<file path="config.mk">
export PLATFORM = sky130hd
export DESIGN_NAME = tracklet_event_sequencer_flat
export DESIGN_NICKNAME = d
export VERILOG_FILES = /design/src/rtl/tracklet_event_sequencer_if.sv /design/src/rtl/tracklet_event_sequencer.sv /design/src/flat_wrapper.sv
export SDC_FILE = /design/constraint.sdc
export NUM_CORES = 1
export LEC_CHECK = 0
export CORE_MARGIN = 3
export CORE_UTILIZATION = 53
export DETAILED_ROUTE_END_ITERATION = 10
export HOLD_SLACK_MARGIN = 0.05
export PLACE_DENSITY = 0.87
export SYNTH_ARGS = -nofsm -noshare
export SYNTH_HDL_FRONTEND = slang
export SYNTH_SLANG_ARGS = --single-unit
</file>
<file path="constraint.sdc">
create_clock -name clk -period 3 [get_ports clk]
set_clock_uncertainty 0.15 [all_clocks]
set_input_delay 0.9 -clock clk [delete_from_list [all_inputs] [get_ports clk]]
set_output_delay 0.9 -clock clk [all_outputs]
set_load 0.02 [all_outputs]
</file>
<file path="src/rtl/tracklet_event_sequencer_if.sv">
// Bundle of the event control, tracklet read and VM write signals of the
// tracklet event sequencer. The master side is the environment that starts
// events and issues router write requests. The slave side is the sequencer.
interface tracklet_event_sequencer_if #(
    parameter int ADDR_W = 9
);
    logic              en_proc;
    logic [ADDR_W-1:0] n_items;
    logic [ADDR_W-1:0] read_tracklet;
    logic              read_valid;

    logic              vm_req_1;
    logic              vm_req_2;
    logic              vm_req_3;
    logic              vm_wr_en_1;
    logic              vm_wr_en_2;
    logic              vm_wr_en_3;
    logic [ADDR_W-1:0] vm_wr_add_1;
    logic [ADDR_W-1:0] vm_wr_add_2;
    logic [ADDR_W-1:0] vm_wr_add_3;
    logic              vm_full_1;
    logic              vm_full_2;
    logic              vm_full_3;

    logic              busy;
    logic              done;
    logic              overflow;

    modport master (
        output en_proc, n_items, vm_req_1, vm_req_2, vm_req_3,
        input  read_tracklet, read_valid,
        input  vm_wr_en_1, vm_wr_en_2, vm_wr_en_3,
        input  vm_wr_add_1, vm_wr_add_2, vm_wr_add_3,
        input  vm_full_1, vm_full_2, vm_full_3,
        input  busy, done, overflow
    );

    modport slave (
        input  en_proc, n_items, vm_req_1, vm_req_2, vm_req_3,
        output read_tracklet, read_valid,
        output vm_wr_en_1, vm_wr_en_2, vm_wr_en_3,
        output vm_wr_add_1, vm_wr_add_2, vm_wr_add_3,
        output vm_full_1, vm_full_2, vm_full_3,
        output busy, done, overflow
    );
endinterface

</file>
<file path="src/rtl/tracklet_event_sequencer.sv">
// Tracklet event sequencer. A rising edge on en_proc starts an event. The
// block then reads n_items tracklets and waits LATENCY cycles for the router
// pipeline to drain. It finishes with a one-cycle done pulse. Three
// independent VM write channels allocate addresses with saturating counters.
// A request to a full memory is dropped and sets a sticky overflow flag.
//
// Optional feature: define TRACKLET_SEQ_ABORT_EN to add an abort input. The
// abort input returns READ or DRAIN to IDLE without a done pulse.
//
// state | meaning
// IDLE  | waiting for an armed rising edge on en_proc
// READ  | issuing tracklet reads 0 .. n_items-1, one per cycle
// DRAIN | LATENCY cycles for in-flight router writes to land
// DONE  | single-cycle completion pulse
module tracklet_event_sequencer #(
    parameter int LATENCY = 2,
    parameter int ADDR_W  = 9
) (
    input logic clk,
    input logic reset,
`ifdef TRACKLET_SEQ_ABORT_EN
    input logic abort,
`endif
    tracklet_event_sequencer_if.slave bus
);

    localparam logic [1:0] S_IDLE  = 2'd0;
    localparam logic [1:0] S_READ  = 2'd1;
    localparam logic [1:0] S_DRAIN = 2'd2;
    localparam logic [1:0] S_DONE  = 2'd3;

    localparam logic [ADDR_W:0]   FULL_VAL = {1'b1, {ADDR_W{1'b0}}};
    localparam logic [ADDR_W-1:0] ONE_A    = ADDR_W'(1);
    localparam logic [3:0]        LAT_LOAD = 4'(LATENCY - 1);

    logic [1:0]            state_q, state_d;
    logic                  en_q, en_d;
    logic                  armed_q, armed_d;
    logic [ADDR_W-1:0]     n_items_q, n_items_d;
    logic [ADDR_W-1:0]     rd_addr_q, rd_addr_d;
    logic [3:0]            lat_q, lat_d;
    logic [2:0][ADDR_W:0]  cnt_q, cnt_d;
    logic                  ovf_q, ovf_d;

    logic                  start;
    logic                  clr;
    logic [2:0]            vm_req;
    logic [2:0]            vm_full;
    logic [2:0]            vm_wr_en;

    // Start edge: en_proc newly high. The armed flag blocks a start until
    // en_proc has been seen low, which covers en_proc held high through reset.
    always_comb begin
        en_d    = bus.en_proc;
        armed_d = armed_q | ~bus.en_proc;
        start   = bus.en_proc & ~en_q & armed_q;
    end

    // Event FSM: next state, latched item count, read address and drain timer.
    always_comb begin
        state_d   = state_q;
        n_items_d = n_items_q;
        rd_addr_d = rd_addr_q;
        lat_d     = lat_q;
        clr       = 1'b0;
        case (state_q)
            S_IDLE: begin
                if (start) begin
                    n_items_d = bus.n_items;
                    rd_addr_d = '0;
                    clr       = 1'b1;
                    state_d   = (bus.n_items == '0) ? S_DONE : S_READ;
                end
            end
            S_READ: begin
                if (rd_addr_q == n_items_q - ONE_A) begin
                    state_d = S_DRAIN;
                    lat_d   = LAT_LOAD;
                end else begin
                    rd_addr_d = rd_addr_q + ONE_A;
                end
            end
            S_DRAIN: begin
                if (lat_q == 4'd0) begin
                    state_d = S_DONE;
                end else begin
                    lat_d = lat_q - 4'd1;
                end
            end
            S_DONE: begin
                state_d = S_IDLE;
            end
            default: begin
                state_d = S_IDLE;
            end
        endcase
`ifdef TRACKLET_SEQ_ABORT_EN
        if (abort && (state_q == S_READ || state_q == S_DRAIN)) begin
            state_d = S_IDLE;
        end
`endif
    end

    // VM channels: qualify requests against full and advance the saturating
    // address counters. A start clears the counters and overflow. The clear
    // takes priority over a same-cycle write.
    always_comb begin
        vm_req = {bus.vm_req_3, bus.vm_req_2, bus.vm_req_1};
        cnt_d  = cnt_q;
        for (int k = 0; k < 3; k++) begin
            vm_full[k]  = (cnt_q[k] == FULL_VAL);
            vm_wr_en[k] = vm_req[k] & ~vm_full[k];
            cnt_d[k]    = clr ? '0 : cnt_q[k] + {{ADDR_W{1'b0}}, vm_wr_en[k]};
        end
        ovf_d = clr ? 1'b0 : (ovf_q | (|(vm_req & vm_full)));
    end

    // State registers with asynchronous active-low reset.
    always_ff @(posedge clk or negedge reset) begin
        if (!reset) begin
            state_q   <= S_IDLE;
            en_q      <= 1'b0;
            armed_q   <= 1'b0;
            n_items_q <= '0;
            rd_addr_q <= '0;
            lat_q     <= '0;
            cnt_q     <= '0;
            ovf_q     <= 1'b0;
        end else begin
            state_q   <= state_d;
            en_q      <= en_d;
            armed_q   <= armed_d;
            n_items_q <= n_items_d;
            rd_addr_q <= rd_addr_d;
            lat_q     <= lat_d;
            cnt_q     <= cnt_d;
            ovf_q     <= ovf_d;
        end
    end

    // Output decode.
    always_comb begin
        bus.read_tracklet = rd_addr_q;
        bus.read_valid    = (state_q == S_READ);
        bus.busy          = (state_q != S_IDLE);
        bus.done          = (state_q == S_DONE);
        bus.overflow      = ovf_q;
        bus.vm_wr_en_1    = vm_wr_en[0];
        bus.vm_wr_en_2    = vm_wr_en[1];
        bus.vm_wr_en_3    = vm_wr_en[2];
        bus.vm_full_1     = vm_full[0];
        bus.vm_full_2     = vm_full[1];
        bus.vm_full_3     = vm_full[2];
        bus.vm_wr_add_1   = cnt_q[0][ADDR_W-1:0];
        bus.vm_wr_add_2   = cnt_q[1][ADDR_W-1:0];
        bus.vm_wr_add_3   = cnt_q[2][ADDR_W-1:0];
    end

endmodule

</file>
<file path="src/flat_wrapper.sv">
// flat-port wrapper written by rule: the top's interface ports become plain ports
module tracklet_event_sequencer_flat 
#(
    parameter int LATENCY = 2,
    parameter int ADDR_W  = 9
)
  (clk, reset, bus_en_proc, bus_n_items, bus_vm_req_1, bus_vm_req_2, bus_vm_req_3, bus_read_tracklet, bus_read_valid, bus_vm_wr_en_1, bus_vm_wr_en_2, bus_vm_wr_en_3, bus_vm_wr_add_1, bus_vm_wr_add_2, bus_vm_wr_add_3, bus_vm_full_1, bus_vm_full_2, bus_vm_full_3, bus_busy, bus_done, bus_overflow);
  tracklet_event_sequencer_if #(.ADDR_W(ADDR_W)) bus_i ();
  input logic clk;
  input logic reset;
  input wire logic [$bits(bus_i.en_proc)-1:0] bus_en_proc;
  input wire logic [$bits(bus_i.n_items)-1:0] bus_n_items;
  input wire logic [$bits(bus_i.vm_req_1)-1:0] bus_vm_req_1;
  input wire logic [$bits(bus_i.vm_req_2)-1:0] bus_vm_req_2;
  input wire logic [$bits(bus_i.vm_req_3)-1:0] bus_vm_req_3;
  output wire logic [$bits(bus_i.read_tracklet)-1:0] bus_read_tracklet;
  output wire logic [$bits(bus_i.read_valid)-1:0] bus_read_valid;
  output wire logic [$bits(bus_i.vm_wr_en_1)-1:0] bus_vm_wr_en_1;
  output wire logic [$bits(bus_i.vm_wr_en_2)-1:0] bus_vm_wr_en_2;
  output wire logic [$bits(bus_i.vm_wr_en_3)-1:0] bus_vm_wr_en_3;
  output wire logic [$bits(bus_i.vm_wr_add_1)-1:0] bus_vm_wr_add_1;
  output wire logic [$bits(bus_i.vm_wr_add_2)-1:0] bus_vm_wr_add_2;
  output wire logic [$bits(bus_i.vm_wr_add_3)-1:0] bus_vm_wr_add_3;
  output wire logic [$bits(bus_i.vm_full_1)-1:0] bus_vm_full_1;
  output wire logic [$bits(bus_i.vm_full_2)-1:0] bus_vm_full_2;
  output wire logic [$bits(bus_i.vm_full_3)-1:0] bus_vm_full_3;
  output wire logic [$bits(bus_i.busy)-1:0] bus_busy;
  output wire logic [$bits(bus_i.done)-1:0] bus_done;
  output wire logic [$bits(bus_i.overflow)-1:0] bus_overflow;
  assign bus_i.en_proc = bus_en_proc;
  assign bus_i.n_items = bus_n_items;
  assign bus_i.vm_req_1 = bus_vm_req_1;
  assign bus_i.vm_req_2 = bus_vm_req_2;
  assign bus_i.vm_req_3 = bus_vm_req_3;
  assign bus_read_tracklet = bus_i.read_tracklet;
  assign bus_read_valid = bus_i.read_valid;
  assign bus_vm_wr_en_1 = bus_i.vm_wr_en_1;
  assign bus_vm_wr_en_2 = bus_i.vm_wr_en_2;
  assign bus_vm_wr_en_3 = bus_i.vm_wr_en_3;
  assign bus_vm_wr_add_1 = bus_i.vm_wr_add_1;
  assign bus_vm_wr_add_2 = bus_i.vm_wr_add_2;
  assign bus_vm_wr_add_3 = bus_i.vm_wr_add_3;
  assign bus_vm_full_1 = bus_i.vm_full_1;
  assign bus_vm_full_2 = bus_i.vm_full_2;
  assign bus_vm_full_3 = bus_i.vm_full_3;
  assign bus_busy = bus_i.busy;
  assign bus_done = bus_i.done;
  assign bus_overflow = bus_i.overflow;
  tracklet_event_sequencer #(.LATENCY(LATENCY), .ADDR_W(ADDR_W)) u_core (.clk(clk), .reset(reset), .bus(bus_i));
endmodule
</file>
==> out/metrics.yaml <==
drcViolationCount: 0
cp_cell_sequence: "clkdlybuf4s50_1 > nor2b_1 > dlygate4sd2_1"
viasPerCell: 5.84
r2r_slack_ps: 180
synth_edf_count: 0
io_buffers: 60
async_reset_ff_share_pct: 100
arrival_ps: 1910
critPathLaunchType: "input pin"
placed_cells: 461
power_leakage_uw: 0.00175
grt_pass1_vias: 2793
grt_overflow: 0
end_kind: "output port"
min_path_type: "register to register"
slowest_stage: "clkdlybuf4s50_1"
synthesis.area_um2: 3410
layout_commonest_cell: "dfrtp_1"
yosysTopAreaCellShare_pct: 41.8
synthAdderAreaFrac_pct: 5.50
crit_type: "input pin to output port"
clock-sinks: 57
synth_compound_area_share_pct: 11.6
place_congestion: 0.857
dpl_cell_area_um2: 3950
powerDensity_nw_per_um2: 866
ant_nets: 0
finalMaxSlewViolations: 0
rsz0062_at_grt: "no"
yosys-mux-area-fraction_pct: 3.19
setup_violations: 0
synth_top_family_by_area: "simple AND/OR/NAND/NOR gates"
syn_avg_cell_area_um2: 9.72
grtUsageTotal_pct: 21.9
yosys_warnings: 0
dp_hpwl_mm: 5.56
layout.nets: 427
maxCapViolCount: 0
ios: 61
wire_per_inst_um: 16.1
htreeDepth: 3
ir_drop_v: 0.000675
cp_slowest_stage_delay_ps: 480
clk_latency_ps: 330
required_ps: 1950
max_clock_freq_mhz: 338
yosysTopAreaCell: "dfrtp_1"
syn_inst: 351
die_x_um: 86.2
clk_path_buf_depth: 2
syn_nets: 381
timing.slew.headroom_pct: 55.5
finalHoldViolations: 0
final_area_um2: 4100
ys.flop_type: "dfrtp_1"
cts_setup_buffers: 0
syn_to_final_growth_pct: 20.3
drt-total-wl_mm: 7.67
cts_made_buffers: 9
drt-initial-drc-count: 172
worst_pin_slew_ps: 666
drt-pass1-iter-count: 4
outcome: "finished clean"
hold_buffers: 0
fin_cells: 477
final_util_pct: 67.7
cts_tree: "done"
layout-drive-gt1-share_pct: 11.7
core_um2: 6060
crit_fanout: 2
grt_pass1_wl_mm: 12.9
grt_antenna_before_repair: 0
yosys-top-cells-area: "dfrtp_1, buf_4, ha_1"
synth_xor_area_share_pct: 7.19
die_h_um: 86.2
synth_seq_cells: 57
grt_max_degree: 28
period_needed_ps: 2960
rows: 28
via_count: 2788
layout_common_cells: "dfrtp_1, clkdlybuf4s50_1, nor2_1, nand2_1, xnor2_1"
antenna-diode-count: 0
yosys.area_share.simple_pct: 22.0
clkTransAtPathRegs_ps: 60
dieArea_um2: 7430
cts-root-buf: "clkbuf_8"
fin_setup_tns_ps: 0
yosysSeqAreaShare_pct: 41.8
period_share_pct: 98.7
start_util_pct: 56.3
synth.distinct_cells: 53
stage by stage:
stage,power [uW],setup WS [ps],hold slack [ps]
finish,3550,40.0,324
global route,3780,2.93,351
CTS,3570,11.6,330
detailed placement,2920,-273,311
global placement,2830,-278,300
floorplan,2460,444,285
registers in the layout, indices dropped and copies added (netlist names), 2 cells and up:
name                      count
u_core.bus.vm_wr_add_3        9
u_core.cnt_q                  3
u_core.state_q                2
u_core.bus.vm_wr_add_1        9
u_core.lat_q                  4
u_core.n_items_q              9
u_core.bus.vm_wr_add_2        9
u_core.bus.read_tracklet      9
layout make-up:
| type | count | area, um^2 |
|---|---|---|
| clock buffer | 13 | 159 |
| clock inverter | 3 | 15.0 |
| fill | 452 | 1960 |
| inverter | 11 | 41.3 |
| multi-input combinational | 245 | 1690 |
| sequential | 57 | 1430 |
| tap | 75 | 93.8 |
| timing repair buffer | 73 | 678 |
power by group:
group	switching (uW)	total [uW]	internal (uW)
combinational	843	1620	779
sequential	309	1300	990
clock	293	633	341
total	1440	3550	2110
cells in the mapped netlist (all sizes together) (3+ instances only):
library cell,count
o211ai,4
xor2,10
nor4,9
nand2,19
mux2,7
nand4,9
a21oi,16
clkbuf,7
ha,15
and3,5
o21ai,14
or3,12
nor3,7
nor2b,11
a31oi,5
buf,31
nand3,13
xnor2,18
mux2i,3
inv,11
dfrtp,57
nor2,28
and2,3
or4,5
worst max-delay path: cells and delay by family:
family	cells	cell delay (ps)
buf+inv	2	840
simple gates	1	170
routing by layer:
metal / track usage, % / up-vias / routed length (um)
li1: - / 1330 / -
met1: 28.3 / 1350 / 3410
met2: 35.3 / 98 / 3680
met3: 5.32 / 10 / 457
met4: 9.07 / 0 / 118
met5: 0 / - / 0
worst paths after layout:
check                                                start                             endpoint  depth (start not counted)
max in group asynchronous                            reset          u_core.lat_q[1]$_DFFE_PN0P_                          2
setup / recovery                              bus_vm_req_3                       bus_vm_wr_en_3                          3
min in group asynchronous                            reset  u_core.bus.vm_wr_add_2[0]$_DFF_PN0_                          1
setup reg to reg           u_core.n_items_q[0]$_DFFE_PN0P_        u_core.state_q[0]$_DFFE_PN0P_                          8
hold / removal                    u_core.armed_q$_DFF_PN0_             u_core.armed_q$_DFF_PN0_                          1
hold reg to reg                   u_core.armed_q$_DFF_PN0_             u_core.armed_q$_DFF_PN0_                          1
repair_timing:
item,CTS,global route
endpoints found under the setup margin,6,2
hold endpoints to repair,0,0
gates resized for setup,6,4
logic make-up after synthesis:
group / after synthesis
xor gates and xnor gates: 28
AOI/OAI and AO/OA: 57
DFF: 57
buffers and inverters: 49
adders and majority gates: 15
and+or+nand+nor: 135
muxes: 10
Power figures use the tool's default switching activity.
